## src/rtl/wb_pkg.sv

```systemverilog
// Shared constants and types for the writeback stage: exception causes,
// control-register indices, load-size encodings and the flush state enum.
package wb_pkg;

  localparam logic [7:0] EXC_MISALIGNED = 8'h84;

  localparam logic [1:0] CR_PSR = 2'd0;
  localparam logic [1:0] CR_EPC = 2'd1;
  localparam logic [1:0] CR_EFG = 2'd2;
  localparam logic [1:0] CR_IVT = 2'd3;

  localparam logic [1:0] LD_BYTE = 2'd0;
  localparam logic [1:0] LD_HALF = 2'd1;
  localparam logic [1:0] LD_WORD = 2'd2;

  typedef enum logic {
    IDLE  = 1'b0,
    FLUSH = 1'b1
  } wb_state_e;

endpackage

```

## src/rtl/load_align.sv

```systemverilog
// Little-endian load lane selection and sign/zero extension of the data
// memory read word; purely combinational.
module load_align
  import wb_pkg::*;
(
  input  logic [31:0] mem_rdata_i,
  input  logic [1:0]  addr_lo_i,
  input  logic [1:0]  ld_size_i,
  input  logic        ld_signed_i,
  output logic [31:0] data_o
);

  logic [7:0]  byte_sel;
  logic [15:0] half_sel;

  always_comb begin
    case (addr_lo_i)
      2'd0: byte_sel = mem_rdata_i[7:0];
      2'd1: byte_sel = mem_rdata_i[15:8];
      2'd2: byte_sel = mem_rdata_i[23:16];
      2'd3: byte_sel = mem_rdata_i[31:24];
    endcase
    half_sel = addr_lo_i[1] ? mem_rdata_i[31:16] : mem_rdata_i[15:0];

    // Unused encoding 3 behaves as a word load.
    case (ld_size_i)
      LD_BYTE: data_o = {{24{ld_signed_i & byte_sel[7]}}, byte_sel};
      LD_HALF: data_o = {{16{ld_signed_i & half_sel[15]}}, half_sel};
      default: data_o = mem_rdata_i;
    endcase
  end

endmodule

```

## src/rtl/writeback_stage.sv

```systemverilog
// Final pipeline stage: register-file/control-register writes, exception and
// RFE commit with a timed flush. Optional retire counter under WB_RETIRE_CNT_EN.
module writeback_stage
  import wb_pkg::*;
#(
  parameter int unsigned FLUSH_CYCLES = 2,
  parameter logic [31:0] RESET_PC_VEC = 32'h0000_0000
) (
  input  logic        clk,
  input  logic        rst_n,
  input  logic        clk_en,
  input  logic        halt,
  input  logic        bubble,
  input  logic [4:0]  tgt_1,
  input  logic [4:0]  tgt_2,
  input  logic [31:0] result_1,
  input  logic [31:0] result_2,
  input  logic [31:0] addr,
  input  logic [1:0]  ld_size,
  input  logic        ld_signed,
  input  logic        is_load,
  input  logic        is_store,
  input  logic        is_misaligned,
  input  logic [31:0] mem_pc,
  input  logic [7:0]  exc,
  input  logic        tgts_cr,
  input  logic        is_rfe,
  input  logic [3:0]  flags,
  input  logic [31:0] mem_rdata,
  output logic        rf_we_1,
  output logic        rf_we_2,
  output logic [4:0]  rf_tgt_1,
  output logic [4:0]  rf_tgt_2,
  output logic [31:0] rf_data_1,
  output logic [31:0] rf_data_2,
  output logic        exc_in_wb,
  output logic        rfe_in_wb,
  output logic        redirect,
  output logic [31:0] redirect_pc,
  output logic        kmode,
  output logic [31:0] epc,
  output logic [3:0]  efg,
  output logic [31:0] ivt_base,
  output logic        flags_restore
`ifdef WB_RETIRE_CNT_EN
  ,
  output logic [63:0] retired
`endif
);

  localparam logic [2:0] FLUSH_INIT = 3'(FLUSH_CYCLES - 1);

  wb_state_e   state_q, state_d;
  logic [2:0]  cnt_q, cnt_d;
  logic        flush_exc_q, flush_exc_d;
  logic        rf_we_1_q, rf_we_1_d, rf_we_2_q, rf_we_2_d;
  logic [4:0]  rf_tgt_1_q, rf_tgt_1_d, rf_tgt_2_q, rf_tgt_2_d;
  logic [31:0] rf_data_1_q, rf_data_1_d, rf_data_2_q, rf_data_2_d;
  logic        redirect_q, redirect_d, flags_restore_q, flags_restore_d;
  logic [31:0] redirect_pc_q, redirect_pc_d;
  logic        kmode_q, kmode_d;
  logic [31:0] epc_q, epc_d, ivt_q, ivt_d;
  logic [3:0]  efg_q, efg_d;

  logic        en, valid, exc_commit, rfe_commit;
  logic [7:0]  cause;
  logic [31:0] ld_data;
  logic        unused_addr_hi;

  assign unused_addr_hi = ^addr[31:2];

  load_align u_load_align (
    .mem_rdata_i (mem_rdata),
    .addr_lo_i   (addr[1:0]),
    .ld_size_i   (ld_size),
    .ld_signed_i (ld_signed),
    .data_o      (ld_data)
  );

  assign en         = clk_en && !halt;
  assign valid      = !bubble && (state_q == IDLE);
  assign cause      = (exc != 8'h00) ? exc :
                      (is_misaligned && (is_load || is_store)) ? EXC_MISALIGNED : 8'h00;
  assign exc_commit = valid && (cause != 8'h00);
  assign rfe_commit = valid && is_rfe && (cause == 8'h00);

  always_comb begin
    state_d         = state_q;
    cnt_d           = cnt_q;
    flush_exc_d     = flush_exc_q;
    rf_we_1_d       = 1'b0;
    rf_we_2_d       = 1'b0;
    rf_tgt_1_d      = tgt_1;
    rf_tgt_2_d      = tgt_2;
    rf_data_1_d     = is_load ? ld_data : result_1;
    rf_data_2_d     = result_2;
    redirect_d      = 1'b0;
    redirect_pc_d   = redirect_pc_q;
    flags_restore_d = 1'b0;
    kmode_d         = kmode_q;
    epc_d           = epc_q;
    efg_d           = efg_q;
    ivt_d           = ivt_q;

    case (state_q)
      IDLE: begin
        if (exc_commit || rfe_commit) begin
          state_d     = FLUSH;
          cnt_d       = FLUSH_INIT;
          flush_exc_d = exc_commit;
        end
      end
      FLUSH: begin
        if (cnt_q == 3'd0) state_d = IDLE;
        else               cnt_d   = cnt_q - 3'd1;
      end
    endcase

    if (exc_commit) begin
      epc_d         = mem_pc;
      efg_d         = flags;
      kmode_d       = 1'b1;
      redirect_d    = 1'b1;
      redirect_pc_d = ivt_q + {22'd0, cause, 2'b00};
    end else if (valid) begin
      rf_we_1_d = (tgt_1 != 5'd0) && !tgts_cr && !is_store;
      rf_we_2_d = (tgt_2 != 5'd0) && !tgts_cr && !is_store;
      if (tgts_cr && (tgt_1[4:2] == 3'b000)) begin
        case (tgt_1[1:0])
          CR_PSR: kmode_d = result_1[0];
          CR_EPC: epc_d   = result_1;
          CR_EFG: efg_d   = result_1[3:0];
          CR_IVT: ivt_d   = result_1;
        endcase
      end
      // RFE redirects through the EPC value held before this slot.
      if (is_rfe) begin
        redirect_d      = 1'b1;
        redirect_pc_d   = epc_q;
        kmode_d         = 1'b0;
        flags_restore_d = 1'b1;
      end
    end
  end

  always_ff @(posedge clk or negedge rst_n) begin
    if (!rst_n) begin
      state_q         <= IDLE;
      cnt_q           <= 3'd0;
      flush_exc_q     <= 1'b0;
      rf_we_1_q       <= 1'b0;
      rf_we_2_q       <= 1'b0;
      rf_tgt_1_q      <= 5'd0;
      rf_tgt_2_q      <= 5'd0;
      rf_data_1_q     <= 32'd0;
      rf_data_2_q     <= 32'd0;
      redirect_q      <= 1'b0;
      redirect_pc_q   <= 32'd0;
      flags_restore_q <= 1'b0;
      kmode_q         <= 1'b1;
      epc_q           <= 32'd0;
      efg_q           <= 4'd0;
      ivt_q           <= RESET_PC_VEC;
    end else if (en) begin
      state_q         <= state_d;
      cnt_q           <= cnt_d;
      flush_exc_q     <= flush_exc_d;
      rf_we_1_q       <= rf_we_1_d;
      rf_we_2_q       <= rf_we_2_d;
      rf_tgt_1_q      <= rf_tgt_1_d;
      rf_tgt_2_q      <= rf_tgt_2_d;
      rf_data_1_q     <= rf_data_1_d;
      rf_data_2_q     <= rf_data_2_d;
      redirect_q      <= redirect_d;
      redirect_pc_q   <= redirect_pc_d;
      flags_restore_q <= flags_restore_d;
      kmode_q         <= kmode_d;
      epc_q           <= epc_d;
      efg_q           <= efg_d;
      ivt_q           <= ivt_d;
    end
  end

`ifdef WB_RETIRE_CNT_EN
  logic [63:0] retired_q;

  always_ff @(posedge clk or negedge rst_n) begin
    if (!rst_n)                           retired_q <= 64'd0;
    else if (en && valid && !exc_commit)  retired_q <= retired_q + 64'd1;
  end

  assign retired = retired_q;
`endif

  assign rf_we_1       = rf_we_1_q;
  assign rf_we_2       = rf_we_2_q;
  assign rf_tgt_1      = rf_tgt_1_q;
  assign rf_tgt_2      = rf_tgt_2_q;
  assign rf_data_1     = rf_data_1_q;
  assign rf_data_2     = rf_data_2_q;
  assign exc_in_wb     = (state_q == FLUSH) && flush_exc_q;
  assign rfe_in_wb     = (state_q == FLUSH) && !flush_exc_q;
  assign redirect      = redirect_q;
  assign redirect_pc   = redirect_pc_q;
  assign kmode         = kmode_q;
  assign epc           = epc_q;
  assign efg           = efg_q;
  assign ivt_base      = ivt_q;
  assign flags_restore = flags_restore_q;

endmodule

```

## config.mk

```make
export PLATFORM = sky130hd
export DESIGN_NAME = writeback_stage
export DESIGN_NICKNAME = d
export VERILOG_FILES = /design/src/rtl/wb_pkg.sv /design/src/rtl/load_align.sv /design/src/rtl/writeback_stage.sv
export SDC_FILE = /design/constraint.sdc
export NUM_CORES = 1
export LEC_CHECK = 0
export ABC_CLOCK_PERIOD_IN_PS = 3300
export CAP_MARGIN = 10
export CORE_MARGIN = 5
export CORE_UTILIZATION = 47
export DETAILED_ROUTE_END_ITERATION = 10
export MAX_ROUTING_LAYER = met4
export PLACE_DENSITY = 0.86
export SLEW_MARGIN = 20
export SYNTH_ARGS = -nofsm -noshare
export SYNTH_HDL_FRONTEND = slang
export SYNTH_SLANG_ARGS = --single-unit
```

## constraint.sdc

```tcl
create_clock -name clk -period 3.3 [get_ports clk]
set_input_delay 0.66 -clock clk [delete_from_list [all_inputs] [get_ports clk]]
set_output_delay 0.66 -clock clk [all_outputs]
set_load 0.05 [all_outputs]
```

==> results.md <==
* Run status: complete, no violations
* Fill cells at 1446
* Net switching power of the design at 4.36 mW
* WL met1 at between 10000 and 15000 um
* Width of the die at 151 um
* Total routed wirelength at 34900 um
* Final hold slack at about 330 ps
* Leak at approximately 6.1 nW
* Num CTS Buffers at 17
* Buffers on Ports at ~350
* Die area at 22800 um2
* Number of synthesized flops with an enable pin at 0
* Via count of the first global-routing pass at 9381
* # resized after CTS at 0
* Detail Route Antenna Nets at 0
* Average detailed-routed wire length per instance at 21.5 um
* Uppermost signal routing layer after detailed routing: met4
* Count of standard-cell rows at 51
* Maximum number of pins on one net before global-route repair at 105
* Starting utilization of the core area at 0.479
* CP required at 3570 ps
* Top delay family on crit path: compound AO/OA/AOI/OAI gates
* Critical-path cell list: clkdlybuf4s50_1 -> nor4_4 -> nand2_1 -> o21bai_1 -> ha_1 -> a21o_1 -> a22oi_1 -> buf_4 -> a2111oi_0 -> buf_4 -> xnor2_1 -> a21oi_1
* Warning count from the yosys run at 0
* RSZ-0062 raised after global routing: false
* Power Density at 704 nW/um2
* Synth Cell Area at 9350 um2
* Clock latency on the worst-skew pair at between 400 and 500 ps
* Shortest clock period the worst path allows after layout at 3100 ps
* Commonest cells after routing, fill and taps aside: 344 x clkdlybuf4s50_1, 240 x nand2_1, 183 x dfrtp_1
* Global-route wire length before repair at 52500 um
* Number of buffers and inverters on the critical path at 3
* Tcrit/Tclk final at 0.939
* Switching power as a share of total power at 0.446
* Maximum root-to-sink buffer count at 2
* Type of the worst setup path: in -> reg
* Adder and majority cell fraction of the synthesized area at 0.0155
* Overall die height at 151 um
* Synthesis-stage register bit count at 184
* Post-CTS Hold Fix Bufs at 0
* Most common cell after layout, fill and taps aside: clkdlybuf4s50_1
* Final Max Tran Viols at 0
* Leading area contributor after synthesis: dfrtp_1
* Share of total power in the clock network at 0.206
* Fin. Hold Viols at 0
* Routed via count divided by cell count at 5.81
* Post-route setup TNS at 0 ps
* CTS H-tree depth at 4
* Cell types occupying the most area after synthesis: dfrtp_1 49%, nand2_1 9.6%, mux2i_1 4.0%, mux2_1 3.6%, a21oi_1 3.3%
* Slew headroom at 0.399
* Type of the most critical hold path: in -> async
* Core Area at 19500 um2
* Global placement routability congestion at 0.970
* Count of nets after finishing at 1548
* Initial antenna violation count at 2
* Routed length on met3 at 3010 um
* Distinct cell type count after synthesis at 62
* Most used cell, CP: buf_4
* Number of failing setup endpoints in the final timing report at 0
* Area growth, synth to finish at 48.4%
* Vias after detailed routing at between 9000 and 10000
* Share of Yosys cell area claimed by the top area cell type at 0.490
* DRC errors left at 0
* Share of synthesized area occupied by flip-flops and latches at 0.493
* Clock tree sinks at 184
* Share of the synthesized area in compound gates (AO/OA/AOI/OAI) at 0.178
* Synthesized net count at approximately 1200
* Setup Fix Bufs, Post-CTS at 0
* Detailed Route Iter0 Violations at 741
* Post-synthesis xor/xnor area fraction at 0.0225
* Grt ovf at 0
* Share of post-route cells with drive strength above 1 at 0.0782
* CTS root buffer: clkbuf_16
* Relative contribution of sequential cells to total power at 0.332
* Startpoint type of the worst setup path: primary input
* Placed wire-length estimate at 26400 um
* Clock Pin Slew Worst Setup and Hold Paths at 70 ps
* Top-Level Pins at 376
* Worst-case clock skew at 11.3 ps
* Share of cell area taken by muxes after synthesis at 0.0842
* Max-capacitance violation count at 0
* Combinational power share at 0.462
* Largest family of logic cells by synthesized area: compound AO/OA/AOI/OAI gates
* TritonCTS clock tree: yes
* Area fraction in and, or, nand and nor cells after synthesis at 0.169
* Primary flip-flop cell chosen by synthesis mapping: dfrtp_1
* Library cell contributing the largest single delay on the critical path: a2111oi_0
* Worst IR Drop VDD at between 400 and 500 uV
* Worst Setup End Kind: register
* Number of search-and-repair iterations in the first detailed-routing pass at 5
* Count of mapped cells out of synthesis at 996
* Worst Max-Slew Pin Slew at 901 ps
* Finished Core Util at 0.710
* Internal power at 5.41 mW
* Overall fraction of global-route tracks in use at 0.309
* Maximum clock frequency at 0.323 GHz
* Post-synthesis area per instance at 9.38 um2
* Routed wire length on met2 at 17100 um
* Arrival @ worst endpoint at around 3400 ps
* Stage delay of the slowest cell on the critical path at approximately 570 ps
* Share of synthesized registers carrying an async set or reset at 1.00
* Worst-path maximum fanout at 7
[final cells by class]
type / instances / area, um2 / area share
multi-input combinational: 727 / 4420 / 0.318
inverter: 16 / 60.1 / 0.00433
sequential: 184 / 4610 / 0.332
clock buffer: 19 / 433 / 0.0312
clock inverter: 13 / 133 / 0.00956
tap: 265 / 332 / 0.0239
antenna: 2 / 5.00 / 0.000361
timing repair buffer: 396 / 3890 / 0.280
[stage by stage]
stage	cells	instance area (um2)	worst slack (ps)	power (mW)
after floorplan	996	9350	611	5.96
after global placement	1588	13300	-86.5	7.67
after detailed placement	1588	13300	-146	7.78
after CTS	1620	13900	289	9.80
after global routing	1621	13900	152	10.2
final	1622	13900	202	9.77
[synth_stat cells, drive strengths merged, types with 2 or more instances]
cell,n
nand3,11
inv,16
a211oi,10
nor3,11
o2111ai,5
clkbuf,47
buf,22
nor4,7
dfrtp,183
or3,4
o221ai,9
xor2,10
xnor2,14
o22ai,9
o21ai,95
a221oi,25
a31oi,10
a21oi,62
nor2,38
and2,8
nor2b,8
mux2,33
mux4,2
o21bai,4
nand4,7
a22oi,11
nand2,240
a22o,2
ha,10
nand2b,5
or2,2
mux2i,37
o21a,2
and3,7
a21o,5
a2111oi,6
or4,3
o211ai,6
[layer usage]
metal	track usage	up-vias
met1	0.392	4563
met3	0.0482	100
met2	0.498	550
met5	-	-
li1	-	4216
met4	0.127	0
[power groups by stage]
stage	clock network, mW	registers [mW]	logic (mW)
3_3_place_gp	0	3.24	4.43
6_report	2.02	3.24	4.51
5_1_grt	2.14	3.30	4.72
4_1_cts	2.04	3.23	4.53
2_1_floorplan	0	5.02	0.940
3_5_place_dp	0	3.27	4.51
[worst reg2reg max path, cell delays in order, from the launching register on]
cell and delay (ps):
dfrtp_1 420, ha_1 400, and3_1 200, a22oi_1 70, buf_4 170, a2111oi_0 580, buf_4 210, xnor2_1 110
a21oi_1 80
[kinds of logic after synthesis]
family,Yosys count
XOR/XNOR,24
adder cells (fa/ha/maj),11
flip-flops,184
multiplexers,72
AO/OA/AOI/OAI,265
AND/OR/NAND/NOR,355
buffers and inverters,85
[flip-flops by register name, summed over array words and instances (netlist names)]
signal and count:
kmode 1, epc 32, rf_tgt_2 5, rf_data_1 32, efg 4, cnt_q 3
rf_we_1 1, flush_exc_q 1, redirect 1, rf_we_2 1, redirect_pc 32, rf_data_2 32
rf_tgt_1 5, ivt_base 32, state_q 1, flags_restore 1
[path summary, 6_finish.rpt]
path	startpoint	endpoint	slack (ps)	depth (start not counted)
setup / recovery	exc[7]	redirect_pc[24]	200	12
hold / removal	rst_n	epc[24]	330	1
setup reg to reg	ivt_base[6]	redirect_pc[24]	910	8
hold reg to reg	rf_data_2[17]	rf_data_2[17]	480	2
max in group asynchronous	rst_n	kmode	2130	2
min in group clk	rf_data_2[17]	rf_data_2[17]	480	2
No activity file was read; power rests on OpenSTA's default activity.
